==> src/rtl/sequence_timing_unit.sv <==
// Sequence timing unit of a basic accumulator computer: the T0..T15 sequence
// counter, the D0..D7 opcode decode, and the I, R, IEN and S (run) control flags.
module sequence_timing_unit (
    input  logic        CLK,
    input  logic        RESET_N,
    input  logic [15:0] IR,
    input  logic        SC_CLR,
    input  logic        FGI,
    input  logic        FGO,
    input  logic        START,
    output logic [15:0] TIME_SIGNAL,
    output logic [7:0]  DEC_SIGNAL,
    output logic        INDIRECT_BIT,
    output logic        INTERRUPT_R,
    output logic        IEN,
    output logic        RUNNING
);

    logic [3:0]  sc;
    logic        i_flag;
    logic        r_flag;
    logic        ien_flag;
    logic        s_flag;

    logic [15:0] t_dec;
    logic [7:0]  d_dec;
    logic        exec_x;
    logic        int_clr;
    logic        int_set;
    logic        ion_op;
    logic        iof_op;
    logic        hlt_op;

    logic [3:0]  sc_nxt;
    logic        i_nxt;
    logic        r_nxt;
    logic        ien_nxt;
    logic        s_nxt;

    assign t_dec = 16'h0001 << sc;
    assign d_dec = 8'h01 << IR[14:12];

    // Register/IO-reference execute slot and the instruction bits it acts on
    assign exec_x  = d_dec[7] & t_dec[3] & ~r_flag & s_flag;
    assign ion_op  = exec_x & IR[15] & IR[7];
    assign iof_op  = exec_x & IR[15] & IR[6];
    assign hlt_op  = exec_x & ~IR[15] & IR[0];

    // Interrupt cycle ends at T2; it may only begin once T0..T2 of the
    // current instruction have been used for fetch/decode.
    assign int_clr = r_flag & t_dec[2] & s_flag;
    assign int_set = s_flag & (sc > 4'd2) & ien_flag & (FGI | FGO);

    always_comb begin
        sc_nxt  = sc;
        i_nxt   = i_flag;
        r_nxt   = r_flag;
        ien_nxt = ien_flag;
        s_nxt   = s_flag;

        if (s_flag) begin
            if (SC_CLR || int_clr) begin
                sc_nxt = 4'd0;
            end else begin
                sc_nxt = sc + 4'd1;
            end
        end else if (SC_CLR) begin
            sc_nxt = 4'd0;
        end

        if (t_dec[2] && !r_flag && s_flag) begin
            i_nxt = IR[15];
        end

        if (int_clr) begin
            r_nxt = 1'b0;
        end else if (int_set) begin
            r_nxt = 1'b1;
        end

        // IOF beats ION within one instruction; ION beats the interrupt-cycle clear
        if (iof_op) begin
            ien_nxt = 1'b0;
        end else if (ion_op) begin
            ien_nxt = 1'b1;
        end else if (int_clr) begin
            ien_nxt = 1'b0;
        end

        if (START) begin
            s_nxt = 1'b1;
        end else if (hlt_op) begin
            s_nxt = 1'b0;
        end
    end

    always_ff @(posedge CLK or negedge RESET_N) begin
        if (!RESET_N) begin
            sc       <= 4'd0;
            i_flag   <= 1'b0;
            r_flag   <= 1'b0;
            ien_flag <= 1'b0;
            s_flag   <= 1'b1;
        end else begin
            sc       <= sc_nxt;
            i_flag   <= i_nxt;
            r_flag   <= r_nxt;
            ien_flag <= ien_nxt;
            s_flag   <= s_nxt;
        end
    end

    assign TIME_SIGNAL  = t_dec;
    assign DEC_SIGNAL   = d_dec;
    assign INDIRECT_BIT = i_flag;
    assign INTERRUPT_R  = r_flag;
    assign IEN          = ien_flag;
    assign RUNNING      = s_flag;

    // The execute slot requires R = 0, so it can never meet the end of an interrupt cycle
    a_no_ion_during_int_clr : assert property (
        @(posedge CLK) disable iff (!RESET_N) !(exec_x && int_clr)
    );

endmodule

==> config.mk <==
export PLATFORM = sky130hd
export DESIGN_NAME = sequence_timing_unit
export DESIGN_NICKNAME = d
export VERILOG_FILES = /design/src/rtl/sequence_timing_unit.sv
export SDC_FILE = /design/constraint.sdc
export NUM_CORES = 1
export LEC_CHECK = 0
export ABC_AREA = 1
export CORE_MARGIN = 2
export CORE_UTILIZATION = 36
export CTS_CLUSTER_DIAMETER = 30
export DETAILED_ROUTE_END_ITERATION = 8
export PLACE_DENSITY = 0.91
export SYNTH_ARGS = -nofsm -noshare
export SYNTH_HDL_FRONTEND = slang
export SYNTH_SLANG_ARGS = --single-unit
==> constraint.sdc <==
create_clock -name CLK -period 4.3 [get_ports CLK]
set_clock_uncertainty 0.1 [all_clocks]
set_input_delay 0.645 -clock CLK [delete_from_list [all_inputs] [get_ports CLK]]
set_output_delay 0.645 -clock CLK [all_outputs]
set_load 0.01 [all_outputs]
Word level (Yosys, flattened, before mapping)
Index checks and enable logic that the tools add are counted.
{ "classes": {"n_shift": 2, "n_reduce_logical": 8, "mux": 10, "bitwise": 16, "n_lt_le_gt_ge": 1, "add_sub_neg": 1} }
{ "op_table": {"columns": ["operator", "n"], "rows": [
  ["<< shifter 1 x 4 -> 16 bit, first input constant", 1],
  ["bitwise AND 1 bit", 13],
  ["2-to-1 mux 4 bit", 3],
  ["<< shifter 1 x 3 -> 8 bit, first input constant", 1],
  ["2-to-1 mux 1 bit", 7],
  ["nonzero test 2 bit", 3],
  ["adder 4 x 1 -> 4 bit, second input constant", 1],
  ["greater-than comparator 4 x 2 -> 1 bit, second input constant", 1],
  ["nonzero test 3 bit", 1],
  ["logical AND 1 bit", 2],
  ["inverter 1 bit", 2],
  ["logical NOT 1 bit", 1],
  ["logical OR 1 bit", 1],
  ["bitwise OR 1 bit", 1]
]} }
{ "totals": {"inputBits": 22, "register_bits": 8, "output_inout_bits": 28} }

Depth between registers and ports, before layout
Gate-level depths: netlist of the first run.
{ "logic_depth": {"depth_word": 8, "ltp_mapped": 7, "depth_no_buf": 7} }

Worst setup path after synthesis of the first run
Ideal clock, no wire load.
{ "synth_path": {"kind": "register to output", "startpoint": "reg sc[0]", "endpoint": "out TIME_SIGNAL[14]", "stages_incl_launch_ff": 5, "arrival_time_ps": 1034, "setup_slack_ps": 2521, "path_buffers": 0, "path_cell_list": "dfrtp_1 > inv_1 > ha_1 > inv_1 > nor3_1"} }
{ "synth_between": {"elab_chain_cells": 1} }
{ "synth_rtl": {"columns": ["element", "line_no", "rtl"], "rows": [
  ["from (decl)", "19", "logic [3:0] sc;"],
  ["from (signal assigned)", "105", "sc <= sc_nxt;"],
  ["<< shifter 1 x 4 -> 16 bit", "40", "assign t_dec = 16'h0001 << sc;"],
  ["to (decl)", "11", "output logic [15:0] TIME_SIGNAL,"]
]} }
No other way between the ends.

Final worst setup path of the first run
{ "layout_path": {"startpoint": "in IR[14]", "endpoint": "out DEC_SIGNAL[6]"} }
{ "layout_between": {"elab_chain_cells": 1} }
{ "layout_rtl": {"columns": ["element", "line_no", "rtl"], "rows": [
  ["from (decl)", "6", "input logic [15:0] IR,"],
  ["<< shifter 1 x 3 -> 8 bit", "41", "assign d_dec = 8'h01 << IR[14:12];"],
  ["to (decl)", "12", "output logic [7:0] DEC_SIGNAL,"]
]} }
No other way between the ends.

==> results of run 1 <==
-- worst max-delay path: stages --
cell and delay (ns):
clkdlybuf4s50_1 0.55, inv_1 0.13, nor3_1 0.18, clkdlybuf4s50_1 0.57
-- kinds of logic after synthesis --
logic type,Yosys count
fa+ha+maj,6
flops,8
compound gates,10
buf+inv,24
simple gates,49
-- cells in the final DEF, fill, tap and decap left out, types with 2 or more instances in the layout --
cell type	count
clkdlybuf4s50_1	40
o21ai_0	2
a21oi_1	3
inv_1	20
nand4_1	5
inv_2	2
nor3_1	12
o21ai_1	2
clkbuf_4	3
nor2_1	10
ha_1	6
nor2_4	3
dfrtp_1	7
nand3_1	3
nand2_1	14
o22ai_1	2
-- metrics by stage --
stage / hold slack [ns] / utilization, % / setup WS, ns / cell area [um^2]
finish: 0.401 / 63.9 / 1.49 / 1110
global route: 0.421 / 63.9 / 1.39 / 1110
CTS: 0.407 / 63.9 / 1.49 / 1110
detailed placement: 0.392 / 62.4 / 1.48 / 1090
global placement: 0.386 / 62.4 / 1.51 / 1090
floorplan: 0.249 / - / 2.52 / 676
-- sequential cells by signal, summed over array words and instances, names as in the netlist --
register and flops:
INTERRUPT_R 1, IEN 1, INDIRECT_BIT 1, RUNNING 1
sc 4
-- per-layer routing --
metal	GRT usage [%]	vias up	wire, um
met2	35.7	38	975
met1	18.1	355	673
met4	8.33	0	24
met3	2.69	3	129
li1	-	396	-
met5	0	-	0
-- area by class of cell --
type	instances	area share (%)
multi-input combinational	65	33.4
clock buffer	4	2.36
inverter	22	7.41
sequential	8	18.1
timing repair buffer	40	35.9
tap	25	2.81
-- how the worst min path moves through the flow --
stage | start | end | slack, ns | depth (start not counted)
2_1_floorplan | RESET_N | IEN$_DFFE_PN0P_ | 0.25 | 0
3_3_place_gp | INDIRECT_BIT$_DFFE_PN0P_ | INDIRECT_BIT$_DFFE_PN0P_ | 0.39 | 2
3_5_place_dp | INDIRECT_BIT$_DFFE_PN0P_ | INDIRECT_BIT$_DFFE_PN0P_ | 0.39 | 2
4_1_cts | INDIRECT_BIT$_DFFE_PN0P_ | INDIRECT_BIT$_DFFE_PN0P_ | 0.41 | 2
5_1_grt | INDIRECT_BIT$_DFFE_PN0P_ | INDIRECT_BIT$_DFFE_PN0P_ | 0.42 | 2
6_report | INDIRECT_BIT$_DFFE_PN0P_ | INDIRECT_BIT$_DFFE_PN0P_ | 0.40 | 2
-- where the power goes --
part           internal, uW  leakage [uW]  switching, uW
logic                  83.5      0.000392           78.8
clock network          35.5     0.0000150           25.7
registers              94.4      0.000102           20.0
total                   213      0.000509            124
==> results.yml, run 1 <==
power:
  leakagePower_uw: 0.000509
  power.total_uw: 338
  power_density_nw_per_um2: 303
  ir_drop_mv: 0.168
synthesis:
  synth_edf_count: 0
  yosys.area_share.simple_pct: 35.9
  synthCells: 97
  syn_area_um2: 676
  synth-compound-area-share_pct: 8.15
  synthDistinctLibCells: 20
  seq_area_frac_synth_pct: 29.8
  async_reset_ff_share_pct: 100
  synth-seq-cells: 8
  synth_area_leader_cell: "dfrtp_1"
  synth_top_family_by_area: "simple AND/OR/NAND/NOR gates"
  synth_nets: 125
  synth.avg_cell_area_um2: 6.97
  synthTopCellsByArea: "dfrtp_1 26%, ha_1 11%, inv_1 11%"
  muxShareOfSynthArea_pct: 0
  synth_fa_ha_area_share_pct: 11.1
  synthXorXnorAreaFrac_pct: 0
  synthFlopType: "dfrtp_1"
  synthTopCellsByCount: "20 x inv_1, 14 x nand2_1, 12 x nor3_1"
  yosysMostFrequentCell: "inv_1"
  yosys_warnings: 0
  synth_top_area_share_pct: 25.9
final_layout:
  fill_cells: 165
  finalNetCount: 168
  drive_above_1_share_pct: 7.91
  post_layout_nonfiller_instances: 164
  diodes: 0
  areaGrowthSynthToFinish_pct: 65.0
  multiInputGateArea_um2: 373
  regArea_um2: 201
setup_path:
  r2r_end: "IEN$_DFFE_PN0P_"
  cp_max_fo: 5
  worst_ep_required_time_ns: 3.56
  cp-endpoint: "DEC_SIGNAL[6]"
  startpoint_type: "input port"
  cp-startpoint: "IR[14]"
  cp.arrival_ns: 2.07
  criticalPathCategory: "in2out"
  reg2reg_from: "sc[1]$_DFFE_PN0P_"
  reg2reg_depth: 7
  setup.worst_path.end_class: "primary output"
  rrSetupSlack_ns: 2.74
route:
  dr.pass1.iters: 5
  wl_per_cell_um: 11.0
  vias: 792
  drt_iter0_drc: 29
  drc: 0
  ant_nets: 0
  drt_wl_total_mm: 1.80
  viasPerCell: 4.83
run_status:
  status: "finished, final reports clean"
clock_network:
  htreeDepth: 1
  clk_path_buf_depth: 2
  cts_buffers: 3
  cts_tree: "built"
  numClockSinks: 8
  cts.clk_slew.worst_paths_ns: 0.06
  insertion_delay_ns: 0.26
  hold_buffers: 0
  post_cts_resized: 0
  cts_root_buf: "clkbuf_4"
  cts_setup_buffers: 0
global_route:
  antenna_found_initial: 0
  grt_max_degree: 12
  grt_pass1_wl_mm: 2.86
  grt.total_usage_pct: 18.1
  first_global_vias: 723
  grt_overflow: 0
placed_design:
  post-dp-hpwl_mm: 1.57
  placedCellCount: 160
  port_buffers: 40
  gp_congestion: 0.783
hold_path:
  hold_class: "reg2reg"
sta:
  finalSetupViolCount: 0
  worst_pin_slew_ns: 0.369
  fmax_mhz: 355
  period_minus_slack_ns: 2.81
  slew_headroom_pct: 75.4
  post-route-period-util_pct: 65.4
  hold_viol_final: 0
  setup_tns_ns: 0
  drv_slew: 0
  rsz0062_at_grt: "no"
die:
  initial_utilization_pct: 38.7
  num_rows: 15
  dieArea_um2: 2240
  die_w_um: 47.3
  core-area_um2: 1750
  dieHeight_um: 47.3
  io_pins: 50
job:
  drv_cap: 0
Note: power is estimated with default switching activity, not from simulation.
==> run 2, diff against run 1 <==
--- a/config.mk
+++ b/config.mk
@@ -7,10 +7,10 @@
 export LEC_CHECK = 0
 export ABC_AREA = 1
 export CORE_MARGIN = 2
-export CORE_UTILIZATION = 36
+export CORE_UTILIZATION = 30
 export CTS_CLUSTER_DIAMETER = 30
 export DETAILED_ROUTE_END_ITERATION = 8
-export PLACE_DENSITY = 0.91
+export PLACE_DENSITY = 0.82
 export SYNTH_ARGS = -nofsm -noshare
 export SYNTH_HDL_FRONTEND = slang
 export SYNTH_SLANG_ARGS = --single-unit
==> constraint.sdc (replaced) <==
create_clock -name CLK -period 2.36 [get_ports CLK]
set_clock_uncertainty 0.1 [all_clocks]
set_input_delay 0.354 -clock CLK [delete_from_list [all_inputs] [get_ports CLK]]
set_output_delay 0.354 -clock CLK [all_outputs]
set_load 0.01 [all_outputs]
==> run 2 against run 1 <==
Via count down 5.3%. Utilization down 12 points. Critical path depth unchanged. Die area up 18%. Final area up 1.0%. Hold slack worse by 0.13 ns. Wire length down 5.4%. Clock power up 83%. Clock-buffer cell count unchanged. Highest routed layer is now met3. Non-clock buffer count unchanged. Total power up 80%. Largest cell class unchanged.
==> results.yml, run 2 (same netlist as run 1, synthesis figures left out) <==
sta:
  period_minus_slack_ns: 2.25
  slew_headroom_pct: 74.1
  worst_pin_slew_ns: 0.388
  rsz0062_at_grt: "no"
  post-route-period-util_pct: 95.2
  fmax_mhz: 445
  setup_ws_ns: 0.114
  drv_slew: 0
  hold_viol_final: 0
  setup_tns_ns: 0
  finalSetupViolCount: 0
power:
  ir_drop_mv: 0.334
  leakagePower_uw: 0.000565
  power_density_nw_per_um2: 540
placed_design:
  post-dp-hpwl_mm: 1.44
  placedCellCount: 163
  preCtsSetupSlack_ns: 0.109
  gp_congestion: 0.834
  port_buffers: 40
clock_network:
  cts_tree: "built"
  htreeDepth: 1
  cts_root_buf: "clkbuf_4"
  clk_path_buf_depth: 2
  cts_buffers: 3
  cts.clk_slew.worst_paths_ns: 0.06
  numClockSinks: 8
  insertion_delay_ns: 0.26
  cts_setup_buffers: 0
setup_path:
  reg2reg_from: "sc[1]$_DFFE_PN0P_"
  setup.worst_path.end_class: "primary output"
  cp-startpoint: "IR[14]"
  worst_ep_required_time_ns: 1.91
  cpPeakStageDelay_ns: 0.57
  cpMostUsedCell: "clkdlybuf4s50_1"
  critPathSlowestCell: "clkdlybuf4s50_1"
  startpoint_type: "input port"
  crit_chain: "clkdlybuf4s50_1 > inv_1 > nor3_1 > clkdlybuf4s50_1"
  criticalPathCategory: "in2out"
  cp_max_fo: 5
  cp.arrival_ns: 1.79
hold_path:
  hold_class: "in2async"
die:
  initial_utilization_pct: 31.1
  io_pins: 50
  dieArea_um2: 2650
  die_w_um: 51.5
  core-area_um2: 2170
  num_rows: 17
  dieHeight_um: 51.5
final_layout:
  final_common_cell: "clkdlybuf4s50_1"
  diodes: 0
  largest_reg_flops: 4
  areaGrowthSynthToFinish_pct: 66.7
  layout_common_cells: "37 x clkdlybuf4s50_1, 20 x inv_1, 14 x nand2_1, 12 x nor3_1, 10 x nor2_1"
  drive_above_1_share_pct: 7.91
  regMostFlops: "sc"
  finalNetCount: 168
  post_layout_nonfiller_instances: 167
run_status:
  status: "finished, final reports clean"
job:
  drv_cap: 0
route:
  viasPerCell: 4.49
  wl_per_cell_um: 10.2
  ant_nets: 0
  dr.pass1.iters: 2
  drt_wl_total_mm: 1.70
  drc: 0
  drt_iter0_drc: 8
  vias: 750
global_route:
  grt.total_usage_pct: 14.6
  first_global_vias: 714
  grt_max_degree: 12
  antenna_found_initial: 0
  grt_pass1_wl_mm: 2.95
  grt_overflow: 0
==> run 2: cell count changes in the layout (fill, tap and decap cells not counted) <==
cell | before | now
dlymetal6s2s_1 | 0 | 3
clkdlybuf4s50_1 | 40 | 37
==> run 2: metrics by stage <==
step	hold WS, ns	util, %	total power [uW]	cell area, um^2
after detailed placement	0.386	50.3	502	1090
final	0.274	51.9	608	1130
after CTS	0.280	51.6	618	1120
after global placement	0.387	50.3	495	1090
after global routing	0.292	51.9	664	1130
after floorplan	-0.0416	-	349	676
==> run 2: layout make-up <==
cell class | count | area, um^2
Clock buffer | 4 | 26.3
Fill cell | 217 | 1040
Inverter | 22 | 82.6
Multi-Input combinational cell | 65 | 373
Sequential cell | 8 | 201
Tap cell | 28 | 35.0
Timing Repair Buffer | 40 | 408
==> run 2: final timing paths <==
kind                                       endpoint  slack, ns  cells after the start
max                                   DEC_SIGNAL[6]       0.11                      4
min reg2reg                INDIRECT_BIT$_DFFE_PN0P_       0.40                      2
max in group asynchronous       RUNNING$_DFFE_PN1P_       1.57                      1
min in group CLK           INDIRECT_BIT$_DFFE_PN0P_       0.40                      2
min                               sc[0]$_DFFE_PN0P_       0.27                      1
max reg2reg                         IEN$_DFFE_PN0P_       0.82                      7
==> run 2: metal layers <==
metal	global-route usage, %	vias up	share of wire (%)
met5	0	-	0
met4	6.58	0	0
met3	3.22	0	8.1
met2	26.7	34	49
met1	15.9	323	43
li1	-	393	-
==> run 2: power by group <==
part	switching (uW)	internal (uW)	leakage [uW]	total, uW
Sequential	36.2	172	0.000102	208
Combinational	137	151	0.000448	288
Clock	46.9	64.7	0.0000150	112
Total	220	388	0.000565	608
==> run 2: worst max-delay path, delay by kind of cell <==
kind | cells | cell delay (ns)
simple gates | 1 | 0.19
buf+inv | 3 | 1.25
==> run 2: what timing repair did <==
item                       CTS  global route
hold buffers                 0             0
gates resized for setup      0             3
setup endpoints to repair    0             3
==> run 3, diff against run 2 <==
--- a/config.mk
+++ b/config.mk
@@ -14,3 +14,4 @@
 export SYNTH_ARGS = -nofsm -noshare
 export SYNTH_HDL_FRONTEND = slang
 export SYNTH_SLANG_ARGS = --single-unit
+export TNS_END_PERCENT = 100
==> results of run 3 <==
Final layout, timing and power as in run 2 (identical DEF).
